<file path="src/rtl/cgra_imem_responder.sv">
// Arbitrates controller and host onto the single-port config SRAM; grant is combinational, response 1 cycle later.
// No backpressure on responses; the host wins after HOST_WAIT_MAX refused cycles so neither side starves.
package cgra_pkg;
    localparam int IMEM_WIDTH        = 32;
    localparam int IMEM_N_LINES_LOG2 = 6;
endpackage

module cgra_imem_responder
    import cgra_pkg::*;
#(
    parameter int unsigned HOST_WAIT_MAX = 4
) (
    input  logic                         clk_i,
    input  logic                         rst_ni,
    input  logic                         ctrl_req_i,
    input  logic [IMEM_N_LINES_LOG2-1:0] ctrl_radd_i,
    output logic                         ctrl_gnt_o,
    output logic                         ctrl_rvalid_o,
    output logic [IMEM_WIDTH-1:0]        ctrl_rdata_o,
    input  logic                         host_req_i,
    input  logic                         host_we_i,
    input  logic [IMEM_N_LINES_LOG2-1:0] host_addr_i,
    input  logic [IMEM_WIDTH-1:0]        host_wdata_i,
    output logic                         host_gnt_o,
    output logic                         host_rvalid_o,
    output logic [IMEM_WIDTH-1:0]        host_rdata_o,
    output logic                         sram_req_o,
    output logic                         sram_we_o,
    output logic [IMEM_N_LINES_LOG2-1:0] sram_addr_o,
    output logic [IMEM_WIDTH-1:0]        sram_wdata_o,
    input  logic [IMEM_WIDTH-1:0]        sram_rdata_i
);

    localparam logic [3:0] WAIT_MAX = 4'(HOST_WAIT_MAX);

    typedef enum logic [1:0] {
        OWN_NONE = 2'd0,
        OWN_CTRL = 2'd1,
        OWN_HOST = 2'd2
    } owner_t;

    owner_t     state_q, state_d;
    logic [3:0] host_wait_cnt, host_wait_cnt_d;
    logic       we_q;
    logic       starve;

    // Arbitration sees only request inputs and the wait counter, never SRAM data.
    assign starve = host_req_i && (host_wait_cnt == WAIT_MAX);

    always_comb begin
        ctrl_gnt_o = ctrl_req_i && !starve;
        host_gnt_o = host_req_i && (!ctrl_req_i || starve);
    end

    always_comb begin
        host_wait_cnt_d = host_wait_cnt;
        if (!host_req_i || host_gnt_o) begin
            host_wait_cnt_d = 4'd0;
        end else if (host_wait_cnt != WAIT_MAX) begin
            host_wait_cnt_d = host_wait_cnt + 4'd1;
        end
    end

    always_comb begin
        sram_req_o   = ctrl_gnt_o | host_gnt_o;
        sram_we_o    = host_gnt_o & host_we_i;
        sram_addr_o  = '0;
        sram_wdata_o = '0;
        if (host_gnt_o) begin
            sram_addr_o  = host_addr_i;
            sram_wdata_o = host_wdata_i;
        end else if (ctrl_gnt_o) begin
            sram_addr_o  = ctrl_radd_i;
        end
    end

    always_ff @(posedge clk_i or negedge rst_ni) begin
        if (!rst_ni) begin
            state_q       <= OWN_NONE;
            host_wait_cnt <= 4'd0;
            we_q          <= 1'b0;
        end else begin
            state_q       <= state_d;
            host_wait_cnt <= host_wait_cnt_d;
            we_q          <= host_gnt_o & host_we_i;
        end
    end

    always_comb begin
        state_d = OWN_NONE;
        if (host_gnt_o) begin
            state_d = OWN_HOST;
        end else if (ctrl_gnt_o) begin
            state_d = OWN_CTRL;
        end
    end

    // Write responses carry zero data; rdata is forced low whenever rvalid is low.
    always_comb begin
        ctrl_rvalid_o = 1'b0;
        ctrl_rdata_o  = '0;
        host_rvalid_o = 1'b0;
        host_rdata_o  = '0;
        case (state_q)
            OWN_CTRL: begin
                ctrl_rvalid_o = 1'b1;
                ctrl_rdata_o  = sram_rdata_i;
            end
            OWN_HOST: begin
                host_rvalid_o = 1'b1;
                host_rdata_o  = we_q ? '0 : sram_rdata_i;
            end
            default: ;
        endcase
    end

endmodule

</file>
<file path="config.mk">
export PLATFORM = sky130hd
export DESIGN_NAME = cgra_imem_responder
export DESIGN_NICKNAME = d
export VERILOG_FILES = /design/src/rtl/cgra_imem_responder.sv
export SDC_FILE = /design/constraint.sdc
export NUM_CORES = 1
export LEC_CHECK = 0
export BUFFER_PORTS_ARGS = -buffer_cell sky130_fd_sc_hd__buf_2
export CORE_AREA = 2 2 72 74
export CTS_CLUSTER_SIZE = 30
export DETAILED_ROUTE_END_ITERATION = 16
export DIE_AREA = 0 0 74 76
export PLACE_DENSITY_LB_ADDON = 0.2
export SYNTH_ARGS = -nofsm -noshare
export SYNTH_HDL_FRONTEND = slang
export SYNTH_SLANG_ARGS = --single-unit
</file>
<file path="constraint.sdc">
create_clock -name clk_i -period 2.7 [get_ports clk_i]
set_input_delay 0.405 -clock clk_i [delete_from_list [all_inputs] [get_ports clk_i]]
set_output_delay 0.405 -clock clk_i [all_outputs]
set_load 0.02 [all_outputs]
</file>
* Word-level counts from Yosys, hierarchy flattened *
Cells that the tools add are included.

storage, ports and cells
  bits in registers = 7
  bits in latches = 0
  bits in writable memories = 0
  bits in read-only memories = 0
  input bits = 81
  output and inout bits = 108
  word-level logic and storage cells = 31
  memories kept = 0

cells by class
  $add $sub $neg = 1
  $mul = 0
  divide/modulo/power cells = 0
  magnitude comparators = 0
  eq/ne operators = 4
  shift operators = 0
  multiplexer cells = 12
  bitwise gates (word level) = 2
  reduce and logical (&&, ||, !) cells = 9

operator list
  kind                 number
  $mux 32              4
  $mux 6               2
  $mux 4               2
  $add 4x1->4 const B  1
  $eq 4x3->1 const B   1
  $ne 4x3->1 const B   1
  $logic_and 1x1->1    3
  $logic_not 1->1      3
  $mux 1               3
  $eq 2x1->1 const B   1
  $eq 2x2->1 const B   1
  $logic_or 1x1->1     2
  $mux 2               1
  $reduce_bool 2->1    1
  $and 1x1->1          1
  $or 1x1->1           1

* Depth between registers and ports, before layout *
  depth in word-level cells = 6
  gate-level depth with buffers = 6
  gate-level depth less buffers = 5

* Worst setup path after synthesis *
No wires, ideal clock.

  path type = register -> output
  from = register host_wait_cnt[0]
  to = output port sram_addr_o[0]
  arrival time = 1.467 ns
  required time = 2.295 ns
  path slack = 0.828 ns
  cell stages (with the launch flop) = 6
  buffers on the path = 0
  cell sequence = dfrtp_1 -> inv_1 -> ha_1 -> nand3b_4 -> o21ai_4 -> mux2i_1

on the way
  longest elaborated chain between the ends = 6
  elaborated cells on any way between the ends = 8
  classes of those cells = eq/ne: 1; mux: 2; reduce/logical: 5

RTL lines
  item                      line  source
  start: declaration        43    logic [3:0] host_wait_cnt, host_wait_cnt_d;
  start signal: assignment  84    host_wait_cnt <= host_wait_cnt_d;
  $eq 4x3->1 (*)            48    assign starve = host_req_i && (host_wait_cnt == WAIT_MAX);
  $logic_and 1x1->1 (*)     48
  $logic_not 1->1           51    ctrl_gnt_o = ctrl_req_i && !starve;
  $logic_and 1x1->1         51
  $mux 6                    72    end else if (ctrl_gnt_o) begin
  $mux 6 (*)                69    if (host_gnt_o) begin
  end: declaration          29    output logic [IMEM_N_LINES_LOG2-1:0] sram_addr_o,

Every way passes the cells marked *; elsewhere a longest branch is shown, timed or not.

* Worst setup path after layout *
  from = register host_wait_cnt[0]
  to = output port sram_we_o

on the way
  longest elaborated chain between the ends = 5

RTL lines
  item               line  source
  $eq 4x3->1         48
  $logic_and 1x1->1  48
  $logic_or 1x1->1   52    host_gnt_o = host_req_i && (!ctrl_req_i || starve);
  $logic_and 1x1->1  52
  $and 1x1->1        66    sram_we_o = host_gnt_o & host_we_i;
  end: declaration   28    output logic sram_we_o,

Every way passes these cells.

==> results_dict.tcl <==
set metrics [dict create \
    dieArea_um2 5624 \
    yosysUniqueCellTypes 22 \
    drive_gt1_share_pct 58.53 \
    fmax_ghz 0.4305 \
    design_area_um2 2155 \
    rsz0062_at_grt "no" \
    drc 0 \
    row_count 26 \
    p_per_area_nw_per_um2 255.5 \
    synthesis.nets 238 \
    track_usage_pct 14.03 \
    drv_cap 0 \
    timing.setup.tns_ns 0 \
    reg2regPathDepth 5 \
    area_delta_synth_final_pct 91.33 \
    dr.pass1.iters 4 \
    p_seq_share_pct 20.2 \
    synthCells 155 \
    arrival_ns 1.92 \
    wire_per_inst_um 9.829 \
    ys_warn_count 0 \
    routed_wirelength_um 4030 \
    grt_max_degree 36 \
    syn-cell-area_um2 1126 \
    hold_violations 0 \
    clock_path_buffers 2 \
    synthDominantCellAreaShare_pct 53.89 \
    critPathMaxFanout 35 \
    p_sw_share_pct 38.73 \
    cts_tree "yes" \
    start_util_pct 22.92 \
    max_slew.worst_pin.slew_ns 0.5639 \
    cp-start-kind "register" \
    status "finished clean" \
    r2r_start "host_wait_cnt[0]$_DFFE_PN0P_" \
    cts_resized 0 \
    clk_pin_slew_ns 0.04 \
    finClkSkew_ns 0.004619 \
    syn-mean-instance-area_um2 7.265 \
    die_w_um 74 \
    antenna_left 0 \
    fin_nets 424 \
    antenna_found_initial 1 \
    ios 189 \
    clock-sinks 7 \
    cts_root_buf "clkbuf_8" \
    hold_class "input port to asynchronous set/reset pin" \
    path_class "register to output pin" \
    power_frac_comb_pct 53.6 \
    diodes 0 \
    io_buffer_count 188 \
    hpwl_um 3579 \
    worstSetupEndpointType "output pin" \
    synth_top_area_cell "and2_1" \
    place_ws_ns 0.5580 \
    cts-htree-levels 1 \
    p_sw_mw 0.2132 \
    maxSlewViolCount 0 \
    regToRegSetupSlack_ns 1.11 \
    mostFrequentLayoutCell "buf_2" \
    grt_pass1_vias 1557 \
    hold_buffers 0 \
    layout_setup_ws_ns 0.3770 \
    postCtsSetupBuffers 0 \
    period_share_pct 86.04 \
    die_height_um 76 \
    slew_headroom_pct 62.32 \
    r2r_end "we_q$_DFF_PN0_" \
    ir_worst_vdd_uv 114.4 \
    cts_buffers 3 \
    fin_crit_ns 2.323 \
    vias 1639 \
    dpl_cell_area_um2 2110 \
    grt_pass1_wl_um 6430 \
    p_leak_nw 1.436 \
    viasPerCell 3.998 \
    clkPwrFrac_pct 26.2 \
    cp_data_required_time_ns 2.30 \
    setup_violations 0 \
    clk_latency_ns 0.22 \
    p_int_mw 0.3372 \
    core_um2 4912 \
    grt_overflow 0 \
    synth-seq-cells 7 \
    num-fill-cells 515 \
    hold_ws_ns 0.001975 \
    netlist_top_cells_area "and2_1 54%, dfrtp_1 16%, mux2i_1 5.3%" \
    dr.first_iter.drc_count 14 \
    ys_seq_area_share_pct 15.56 \
    place_congestion 0.7188 \
    final_cell_mix "188 x buf_2, 97 x and2_1, 12 x inv_1, 7 x dfrtp_1" \
]
-- sequential cells by signal, summed over array words and instances, names as in the netlist --
| name | flops |
|---|---|
| state_q | 2 |
| host_wait_cnt | 4 |
| we_q | 1 |
-- logic make-up after synthesis --
logic type	share of synthesized area [%]
flip-flops	15.56
buffers and inverters	9.999
AND/OR/NAND/NOR	62.44
adder cells (fa/ha/maj)	2.222
AO/OA/AOI/OAI	2.890
multiplexers	5.334
XOR/XNOR	1.556
-- routing by layer --
layer	vias up	global-route usage, %	share of wire [%]	wire length, um
met1	692	13.09	34	1360
met2	112	28.13	53	2124
met3	6	3.307	12	488
li1	827	-	-	-
met5	-	0	0.32	13
met4	2	4.727	1.1	43
-- synth_stat cells --
cell	number
clkbuf_2	2
ha_1	2
nor2b_2	1
inv_1	12
buf_4	1
xnor2_1	1
nor2b_1	1
a21oi_4	1
clkbuf_1	3
dfrtp_1	7
or2_2	1
xor2_1	1
nand3_1	2
nand2_1	6
mux2i_1	6
buf_2	1
and2_1	97
and2b_1	1
nor2_1	4
buf_6	3
nand3b_4	1
o21ai_4	1
-- worst max-delay path, stage by stage (launching register included) --
cell      delay (ns)
dfrtp_1         0.40
inv_1           0.07
ha_1            0.19
nand3b_4        0.12
a21oi_4         0.50
and2_1          0.23
buf_2           0.17
-- layout make-up --
| class | instances | area (um2) | area share, % |
|---|---|---|---|
| Clock buffer | 4 | 45.04 | 2.091 |
| Inverter | 12 | 45.04 | 2.091 |
| Multi-Input combinational cell | 126 | 838.3 | 38.91 |
| Sequential cell | 7 | 175.2 | 8.130 |
| Tap cell | 70 | 87.58 | 4.065 |
| Timing Repair Buffer | 191 | 963.4 | 44.72 |
-- stage by stage --
stage          utilization [%]  instances  power [mW]
3_5_place_dp             42.94        406      0.4126
3_3_place_gp             42.94        406      0.4110
2_1_floorplan                -        155      0.2841
4_1_cts                  43.86        410      0.5585
5_1_grt                  43.86        410      0.5944
6_report                 43.86        410      0.5504
-- how the worst max path moves through the flow --
stage                                 startpoint             end  slack (ns)  cells past startpoint
floorplan           host_wait_cnt[0]$_DFFE_PN0P_  sram_addr_o[0]        0.83                      5
global placement    host_wait_cnt[0]$_DFFE_PN0P_       sram_we_o        0.63                      6
detailed placement  host_wait_cnt[0]$_DFFE_PN0P_       sram_we_o        0.56                      6
CTS                 host_wait_cnt[0]$_DFFE_PN0P_       sram_we_o        0.32                      6
global route        host_wait_cnt[0]$_DFFE_PN0P_       sram_we_o        0.16                      6
finish              host_wait_cnt[0]$_DFFE_PN0P_       sram_we_o        0.38                      6
-- power by group through the flow --
stage	sequential, mW	clock (mW)	combinational [mW]
6_report	0.111	0.144	0.295
3_3_place_gp	0.112	0	0.299
5_1_grt	0.111	0.157	0.325
4_1_cts	0.111	0.147	0.301
2_1_floorplan	0.112	0	0.172
3_5_place_dp	0.113	0	0.300
Power figures use the tool's default switching activity.
